==> config.mk <==
export PLATFORM = sky130hd
export DESIGN_NAME = ex_stage
export DESIGN_NICKNAME = d
export VERILOG_FILES = /design/src/rtl/ex_stage.sv
export SDC_FILE = /design/constraint.sdc
export NUM_CORES = 2
export LEC_CHECK = 0
export BUFFER_PORTS_ARGS = -buffer_cell sky130_fd_sc_hd__buf_2
export CAP_MARGIN = 25
export CORE_MARGIN = 3
export CORE_UTILIZATION = 40
export DETAILED_ROUTE_END_ITERATION = 10
export PLACE_DENSITY = 0.63
export SKIP_CTS_REPAIR_TIMING = 1
export SKIP_LAST_GASP = 1
export SLEW_MARGIN = 20
export SYNTH_ARGS = -nofsm -noshare
export SYNTH_HDL_FRONTEND = slang
export SYNTH_SLANG_ARGS = --single-unit
==> constraint.sdc <==
create_clock -name clk -period 47.4 [get_ports clk]
set_input_delay 9.48 -clock clk [delete_from_list [all_inputs] [get_ports clk]]
set_output_delay 9.48 -clock clk [all_outputs]
set_load 0.03 [all_outputs]
==> src/rtl/ex_stage.sv <==
// Execute stage: operand forwarding, single-cycle ALU and RV32M multiply, branch/jump
// resolution, and a sequential restoring divider that stalls the front of the pipe.
module ex_stage #(
  parameter int XLEN       = 32,
  parameter int DIV_CYCLES = 32
) (
  input  logic            clk,
  input  logic            reset,
  input  logic            valid_e,
  input  logic [XLEN-1:0] rd1_e,
  input  logic [XLEN-1:0] rd2_e,
  input  logic [XLEN-1:0] imm_e,
  input  logic [XLEN-1:0] pc4_e,
  input  logic [31:0]     instr_e,
  input  logic [4:0]      alu_op,
  input  logic            alu_src,
  input  logic            is_branch,
  input  logic            is_jal,
  input  logic            is_jalr,
  input  logic [1:0]      fwd_a_sel,
  input  logic [1:0]      fwd_b_sel,
  input  logic [XLEN-1:0] fwd_mem,
  input  logic [XLEN-1:0] fwd_wb,
  output logic [XLEN-1:0] result_e,
  output logic [XLEN-1:0] store_data_e,
  output logic            redirect,
  output logic [XLEN-1:0] redirect_pc,
  output logic            ex_stall,
  output logic            ex_valid
);

  localparam logic [4:0] OP_ADD    = 5'd0;
  localparam logic [4:0] OP_SUB    = 5'd1;
  localparam logic [4:0] OP_SLL    = 5'd2;
  localparam logic [4:0] OP_SLT    = 5'd3;
  localparam logic [4:0] OP_SLTU   = 5'd4;
  localparam logic [4:0] OP_XOR    = 5'd5;
  localparam logic [4:0] OP_SRL    = 5'd6;
  localparam logic [4:0] OP_SRA    = 5'd7;
  localparam logic [4:0] OP_OR     = 5'd8;
  localparam logic [4:0] OP_AND    = 5'd9;
  localparam logic [4:0] OP_PASSB  = 5'd10;
  localparam logic [4:0] OP_AUIPC  = 5'd11;
  localparam logic [4:0] OP_MUL    = 5'd12;
  localparam logic [4:0] OP_MULH   = 5'd13;
  localparam logic [4:0] OP_MULHSU = 5'd14;
  localparam logic [4:0] OP_MULHU  = 5'd15;
  localparam logic [4:0] OP_DIV    = 5'd16;
  localparam logic [4:0] OP_REMU   = 5'd19;

  localparam int CW = $clog2(DIV_CYCLES);
  localparam int PW = 2 * XLEN + 2;

  typedef enum logic [1:0] {S_IDLE, S_RUN, S_DONE} div_state_t;

  // ---------------- operand forwarding ----------------
  logic [XLEN-1:0] reg_op [2];
  logic [1:0]      fwd_sel [2];
  logic [XLEN-1:0] fwd_op [2];

  assign reg_op[0]  = rd1_e;
  assign reg_op[1]  = rd2_e;
  assign fwd_sel[0] = fwd_a_sel;
  assign fwd_sel[1] = fwd_b_sel;

  genvar gi;
  generate
    for (gi = 0; gi < 2; gi++) begin : g_fwd
      assign fwd_op[gi] = (fwd_sel[gi] == 2'b01) ? fwd_mem :
                          (fwd_sel[gi] == 2'b10) ? fwd_wb  : reg_op[gi];
    end
  endgenerate

  logic [XLEN-1:0] op_a, rs2_fwd, op_b, pc_e;

  assign op_a         = fwd_op[0];
  assign rs2_fwd      = fwd_op[1];
  assign op_b         = alu_src ? imm_e : rs2_fwd;
  assign store_data_e = rs2_fwd;
  assign pc_e         = pc4_e - XLEN'(4);

  // ---------------- multiplier ----------------
  // One signed multiplier serves all four ops; operands are extended per-op signedness.
  logic            mul_a_sgn, mul_b_sgn;
  logic signed [PW-1:0] mul_a, mul_b, mul_p;

  assign mul_a_sgn = (alu_op == OP_MULH) || (alu_op == OP_MULHSU);
  assign mul_b_sgn = (alu_op == OP_MULH);
  assign mul_a     = {{(XLEN+2){mul_a_sgn & op_a[XLEN-1]}}, op_a};
  assign mul_b     = {{(XLEN+2){mul_b_sgn & op_b[XLEN-1]}}, op_b};
  assign mul_p     = mul_a * mul_b;

  // ---------------- ALU ----------------
  logic [XLEN-1:0] alu_result;

  always_comb begin
    alu_result = '0;
    case (alu_op)
      OP_ADD:    alu_result = op_a + op_b;
      OP_SUB:    alu_result = op_a - op_b;
      OP_SLL:    alu_result = op_a << op_b[4:0];
      OP_SLT:    alu_result = {{(XLEN-1){1'b0}}, $signed(op_a) < $signed(op_b)};
      OP_SLTU:   alu_result = {{(XLEN-1){1'b0}}, op_a < op_b};
      OP_XOR:    alu_result = op_a ^ op_b;
      OP_SRL:    alu_result = op_a >> op_b[4:0];
      OP_SRA:    alu_result = $signed(op_a) >>> op_b[4:0];
      OP_OR:     alu_result = op_a | op_b;
      OP_AND:    alu_result = op_a & op_b;
      OP_PASSB:  alu_result = op_b;
      OP_AUIPC:  alu_result = pc_e + imm_e;
      OP_MUL:    alu_result = mul_p[XLEN-1:0];
      OP_MULH,
      OP_MULHSU,
      OP_MULHU:  alu_result = mul_p[2*XLEN-1:XLEN];
      default:   alu_result = '0;
    endcase
  end

  // ---------------- branch resolution ----------------
  logic br_cond;

  always_comb begin
    br_cond = 1'b0;
    case (instr_e[14:12])
      3'b000:  br_cond = (op_a == rs2_fwd);
      3'b001:  br_cond = (op_a != rs2_fwd);
      3'b100:  br_cond = ($signed(op_a) <  $signed(rs2_fwd));
      3'b101:  br_cond = ($signed(op_a) >= $signed(rs2_fwd));
      3'b110:  br_cond = (op_a <  rs2_fwd);
      3'b111:  br_cond = (op_a >= rs2_fwd);
      default: br_cond = 1'b0;
    endcase
  end

  // ---------------- divider ----------------
  div_state_t      state_reg, state_next;
  logic [CW-1:0]   count_reg, count_next;
  logic [XLEN-1:0] quo_reg, quo_next;
  logic [XLEN-1:0] rem_reg, rem_next;
  logic [XLEN-1:0] dvs_reg, dvs_next;
  logic [XLEN-1:0] dvd_reg, dvd_next;
  logic            div_zero_reg, div_zero_next;
  logic            rem_sel_reg, rem_sel_next;
  logic            neg_q_reg, neg_q_next;
  logic            neg_r_reg, neg_r_next;

  logic            is_div_op, div_signed;
  logic [XLEN-1:0] a_mag, b_mag;
  logic [XLEN:0]   r_shift, r_diff;
  logic            stall_raw, valid_raw;

  assign is_div_op  = valid_e && (alu_op >= OP_DIV) && (alu_op <= OP_REMU);
  // DIV and REM have even codes; DIVU and REMU odd.
  assign div_signed = ~alu_op[0];
  assign a_mag      = (div_signed & op_a[XLEN-1]) ? -op_a : op_a;
  assign b_mag      = (div_signed & op_b[XLEN-1]) ? -op_b : op_b;
  assign r_shift    = {rem_reg, quo_reg[XLEN-1]};
  assign r_diff     = r_shift - {1'b0, dvs_reg};

  always_ff @(posedge clk) begin
    if (reset) begin
      state_reg    <= S_IDLE;
      count_reg    <= '0;
      quo_reg      <= '0;
      rem_reg      <= '0;
      dvs_reg      <= '0;
      dvd_reg      <= '0;
      div_zero_reg <= 1'b0;
      rem_sel_reg  <= 1'b0;
      neg_q_reg    <= 1'b0;
      neg_r_reg    <= 1'b0;
    end else begin
      state_reg    <= state_next;
      count_reg    <= count_next;
      quo_reg      <= quo_next;
      rem_reg      <= rem_next;
      dvs_reg      <= dvs_next;
      dvd_reg      <= dvd_next;
      div_zero_reg <= div_zero_next;
      rem_sel_reg  <= rem_sel_next;
      neg_q_reg    <= neg_q_next;
      neg_r_reg    <= neg_r_next;
    end
  end

  always_comb begin
    state_next    = state_reg;
    count_next    = count_reg;
    quo_next      = quo_reg;
    rem_next      = rem_reg;
    dvs_next      = dvs_reg;
    dvd_next      = dvd_reg;
    div_zero_next = div_zero_reg;
    rem_sel_next  = rem_sel_reg;
    neg_q_next    = neg_q_reg;
    neg_r_next    = neg_r_reg;
    stall_raw     = 1'b0;
    valid_raw     = 1'b0;
    case (state_reg)
      S_IDLE: begin
        valid_raw = valid_e & ~is_div_op;
        if (is_div_op) begin
          stall_raw     = 1'b1;
          state_next    = S_RUN;
          count_next    = '0;
          quo_next      = a_mag;
          rem_next      = '0;
          dvs_next      = b_mag;
          dvd_next      = op_a;
          div_zero_next = (op_b == '0);
          rem_sel_next  = alu_op[1];
          neg_q_next    = div_signed & (op_a[XLEN-1] ^ op_b[XLEN-1]);
          neg_r_next    = div_signed & op_a[XLEN-1];
        end
      end
      S_RUN: begin
        stall_raw = 1'b1;
        if (!r_diff[XLEN]) begin
          rem_next = r_diff[XLEN-1:0];
          quo_next = {quo_reg[XLEN-2:0], 1'b1};
        end else begin
          rem_next = r_shift[XLEN-1:0];
          quo_next = {quo_reg[XLEN-2:0], 1'b0};
        end
        count_next = count_reg + 1'b1;
        if (count_reg == CW'(DIV_CYCLES - 1)) begin
          state_next = S_DONE;
          count_next = '0;
        end
      end
      S_DONE: begin
        valid_raw  = 1'b1;
        state_next = S_IDLE;
      end
      default: state_next = S_IDLE;
    endcase
  end

  // Sign fix-up; divide-by-zero bypasses the magnitude result entirely.
  logic [XLEN-1:0] q_fix, r_fix, div_result;

  assign q_fix      = div_zero_reg ? '1      : (neg_q_reg ? -quo_reg : quo_reg);
  assign r_fix      = div_zero_reg ? dvd_reg : (neg_r_reg ? -rem_reg : rem_reg);
  assign div_result = rem_sel_reg ? r_fix : q_fix;

  // ---------------- outputs ----------------
  logic [XLEN-1:0] jalr_sum;

  assign jalr_sum    = op_a + imm_e;
  assign ex_stall    = stall_raw & ~reset;
  assign ex_valid    = valid_raw & ~reset;
  assign result_e    = (state_reg == S_DONE)  ? div_result :
                       (is_jal | is_jalr)     ? pc4_e      : alu_result;
  assign redirect    = valid_e & ex_valid & (is_jal | is_jalr | (is_branch & br_cond));
  assign redirect_pc = is_jalr ? {jalr_sum[XLEN-1:1], 1'b0} : pc_e + imm_e;

  logic lint_unused;
  assign lint_unused = ^{mul_p[PW-1:2*XLEN], instr_e[31:15], instr_e[11:0]};

endmodule

Word level (Yosys, flattened, before mapping)
Index checks and enable logic that the tools add are counted.
Storage, ports and cells
  output and inout bits: 99
  word-level logic and storage cells: 128
  input port bits: 240
  register bits after elaboration: 139
Cells by class
  multiply operators: 1
  multiplexer cells: 32
  reductions and logical operators: 12
  add/subtract/negate cells: 11
  equal/unequal tests: 31
  shift operators: 3
  bitwise operators: 20
  $lt $le $gt $ge: 8
Operator list (number)
  $mux 32: 18
  $pmux 32 s14: 1
  $lt 32x32->1: 4
  $neg 32->32: 4
  $pmux 32 s2: 2
  $add 32x32->32: 3
  $ge 32x32->1: 2
  $mul 33x33->64: 1
  $eq 5x4->1 const B: 8
  $sub 33x32->33: 1
  $and 32x32->32: 1
  $eq 32x32->1: 1
  $logic_not 32->1: 1
  $ne 32x32->1: 1
  $or 32x32->32: 1
  $shl 32x5->32: 1
  $shr 32x5->32: 1
  $sshr 32x5->32: 1
  $sub 32x3->32 const B: 1
  $sub 32x32->32: 1
  $xor 32x32->32: 1
  $eq 5x3->1 const B: 4
  $eq 3x3->1 const B: 4
  $and 1x1->1: 11
  other kinds (28): 44

Logic depth before layout (Yosys ltp)
  depth in word-level cells: 9
  mapped depth: 40
  depth with buffers taken out: 34

Worst setup path after synthesis
No wires, ideal clock.
  kind: input -> output
  from: input fwd_b_sel[1]
  to: output result_e[30]
  buffers on the path: 9
  cell stages on the path: 40
  arrival: 19.395 ns
  path slack: 18.525 ns
  cell sequence: buf_6 > clkbuf_1 > or3b_1 > o221a_2 > clkinv_2 > o21ai_2 > inv_1 > buf_2 > buf_2 > buf_2 > buf_2 > buf_1 > clkbuf_1 > nor2_1 > fa_1 > inv_1 > fa_1 > inv_1 > (+4 left out) > inv_1 > fa_1 > fa_1 > inv_1 > fa_1 > inv_1 > ha_1 > clkbuf_1 > nand4_1 > a2111oi_0 > a2111o_1 > nor3b_1 > a21oi_1 > o31a_1 > o21ai_0 > mux2i_1 > nand2_1 > a311oi_1
RTL lines
  start: declaration: RTL line 21  | input logic [1:0] fwd_b_sel,
  $eq 2x2->1: RTL line 70  | (fwd_sel[gi] == 2'b10) ? fwd_wb : reg_op[gi];
  $mux 32: RTL line 70
  $mux 32 (*): RTL line 69  | assign fwd_op[gi] = (fwd_sel[gi] == 2'b01) ? fwd_mem :
  via store_data_e[2]: RTL line 25  | output logic [XLEN-1:0] store_data_e,
  $mux 32 (*): RTL line 78  | assign op_b = alu_src ? imm_e : rs2_fwd;
  $mul 33x33->64 (tied with other cells): RTL line 91  | assign mul_p = mul_a * mul_b;
  $pmux 32 s14 (*): RTL line 98  | case (alu_op)
  $mux 32 (*): RTL line 253  | (is_jal | is_jalr) ? pc4_e : alu_result;
  $mux 32 (*): RTL line 252  | assign result_e = (state_reg == S_DONE) ? div_result :
  end: declaration: RTL line 24  | output logic [XLEN-1:0] result_e,
Mark *: on every way through the listed nets, which the timed path passes. The rest lies on a longest branch.

Worst setup path in the final report
  from: input fwd_b_sel[1]
  to: output result_e[28]
Between the ends
  longest elaborated chain between the ends: 9
Ends and longest elaborated chain
  $eq 2x2->1: RTL line 70
  $mux 32: RTL line 70
  $mux 32 (*): RTL line 69
  $mux 32 (*): RTL line 78
  $and 1x1->1: RTL line 90  | assign mul_b = {{(XLEN+2){mul_b_sgn & op_b[XLEN-1]}}, op_b};
  $mul 33x33->64: RTL line 91
  $pmux 32 s14 (*): RTL line 98
  $mux 32 (*): RTL line 253
  $mux 32 (*): RTL line 252
Every way passes the cells marked *; elsewhere a longest branch is shown, timed or not.

==> run metrics <==
MaxCap Viol Count=0; status=complete, no violations; drt pass-1 iters=6; #FFs+latches synth=~140; nets=around 10000; f_max=between 30 and 40 MHz; IO Port Bufs=between 300 and 400; P&R area growth vs syn=7.34%; width of the die=406 um; Root Driver=clkbuf_16; critical path class=primary input to output pin; syn avg cell area=between 7 and 8 um2; TNS Setup=0 ns; fraction of layout cells with a size suffix above 1=under 10%; via count of the first global-routing pass=62836; setup violators final=0; full die area=approximately 170000 um2; Vias=~63000; CTS tree=yes; Crit-path slowest cell=clkinv_1; count of final max-slew check failures=0; Post-DRT Antenna Nets=0; CP most frequent cell=fa_1; DP Wirelength=between 200000 and 300000 um; initial core utilization=about two fifths; first-pass GRT wire length=476000 um; Critical Path Source Type=primary input; cells after synthesis=a little over 8000; WL final=approximately 340000 um; H-tree lvl count=4; total gr overflow=0; initial antenna violation count=41; GP Congestion=around 1.1; largest net degree at the start of global routing=85; clock sinks=139; # rows=146; DR WL/cell=33.2 um; arrival time worst endpoint=between 20 and 25 ns; Distinct cells, synth=101; Die Y=slightly above 400 um; DR iter-0 viols=approximately 7400; Crit path required time=between 30 and 40 ns; Fin. Hold Viols=0; clock skew=0.0165 ns; post-route insts no fill=about 10000; Crit path largest cell delay=between 0.8 and 0.9 ns; Synth Cell Area=approximately 64000 um2; Worst Hold Class=flop to flop; actual slew at the worst max-slew pin=around 1.2 ns; CP Max Fanout=34; Ys Warns=0; sequential cell area fraction in the yosys report=4.34%; syn_nets=a little under 10000; EDFF count, synth=0; placed insts=~10000; core box area=159000 um2; CTS Buffer Depth=2; minimum clock period=between 30 and 40 ns; Top FF cell, synth=dfxtp_1; CTS buffer count=17; # IOs=~340; share of synthesized flip-flops with an asynchronous set or reset=0%; unrepaired setup endpoints after global routing=false; DRC errors left=0; Clock Latency Late Sink=0.44 ns; Max-Slew Margin vs Limit=a little under a fifth; Final period util=between 60% and 70%; DR vias/cell=about 6.2; Crit. End Element=output pin; GR Util All Layers=40.9%; Clock transition at path regs=approximately 0.060 ns
worst max-delay path, delay by kind of cell:
| kind | cells | cell delay, ns |
|---|---|---|
| buf+inv | 9 | 3.54 |
| xor+xnor | 1 | 0.19 |
| fa+ha+maj | 9 | 4.55 |
| simple gates | 1 | 0.41 |
| compound gates | 11 | 3.98 |
| mux | 1 | 0.22 |
worst paths after layout:
check	startpoint	to	slack [ns]	cells after the start
worst max-delay path	fwd_b_sel[1]	result_e[28]	15.44	32
worst min-delay path	dvs_reg[15]	dvs_reg[15]	0.45	2
worst max register to register	quo_reg[31]	rem_reg[19]	42.73	15
worst min register to register	dvs_reg[15]	dvs_reg[15]	0.45	2
through the flow:
step                cell area, um2  worst slack [ns]  hold WS, ns  util (%)
finish                       68800             15.44        0.450      43.4
global route                 68800             15.30        0.472      43.3
CTS                          68700             15.83        0.455      43.3
detailed placement           68100             15.86        0.447      42.9
global placement             68100             15.94        0.444      42.9
floorplan                    64100             18.53        0.425         -
area by class of cell:
| cell class | instances | area, um2 |
|---|---|---|
| fillers | 16114 | 89900 |
| multi-input cells | 6024 | 54300 |
| inverters | 1415 | 5330 |
| repair buffers | 524 | 3200 |
| flip-flops and latches | 139 | 2780 |
| well taps | 2072 | 2590 |
| clock buffers | 19 | 453 |
| clock inverters | 13 | 108 |
| diodes | 37 | 92.6 |
cells by family (layout without fill, tap and decap cells):
logic type / count (synthesis) / in the layout / share of synthesized area [%]
DFF: 139 / 139 / 4.34
buffers and inverters: 1913 / 1971 / 11.4
xor gates and xnor gates: 277 / 277 / 3.81
other: 0 / 37 / 0
muxes: 295 / 295 / 4.73
AOI/OAI and AO/OA: 1500 / 1500 / 15.5
and+or+nand+nor: 2352 / 2352 / 15.8
adders and majority gates: 1600 / 1600 / 44.4
synth_stat cells (all sizes together), types with 31 or more instances:
library cell	n	area, um2
o21ai	314	1600
o31ai	38	309
nand3	102	510
buf	137	659
a21o	95	713
inv	1400	5260
nand2	1077	4050
nand4	47	294
a221oi	69	604
mux2	57	649
mux2i	238	2380
o21a	42	315
ha	470	5880
xnor2	178	1570
o211ai	62	465
o22ai	38	238
nor2b	31	194
dfxtp	139	2780
xor2	99	875
clkbuf	361	1360
a211oi	56	420
a31oi	62	388
fa	1130	22600
a22oi	53	398
or3	43	269
nand2b	41	257
nor2	759	2850
nor3	76	397
a21oi	402	2010
metal layers:
| metal | part of all wire [%] | GRT usage (%) | vias up |
|---|---|---|---|
| met1 | 38 | 50.8 | 32145 |
| li1 | - | - | 26205 |
| met5 | 0.035 | 0 | - |
| met3 | 12 | 13.3 | 1039 |
| met4 | 9.1 | 30.9 | 18 |
| met2 | 41 | 58.9 | 4063 |
cells in the final DEF (no fill, tap or decap), types with 53 or more instances in the layout:
master,Yosys,layout
ha_1,470,470
o21ai_0,296,283
nand2_1,1076,1076
buf_2,47,307
nor2_1,759,749
nand3_1,102,101
a21oi_1,402,402
o211ai_1,62,62
mux2_2,54,54
a21o_1,95,95
inv_1,1388,1379
a211oi_1,56,56
a221oi_1,69,69
fa_1,1130,1130
xor2_1,98,98
xnor2_1,177,176
mux2i_1,238,238
dfxtp_1,139,138
a22oi_1,53,53
nor3_1,74,71
a31oi_1,62,62
buf_4,5,210
Power is left out: the tool's default activity adds up to more than one toggle a clock period on the data nets, which glitch-free logic cannot reach.
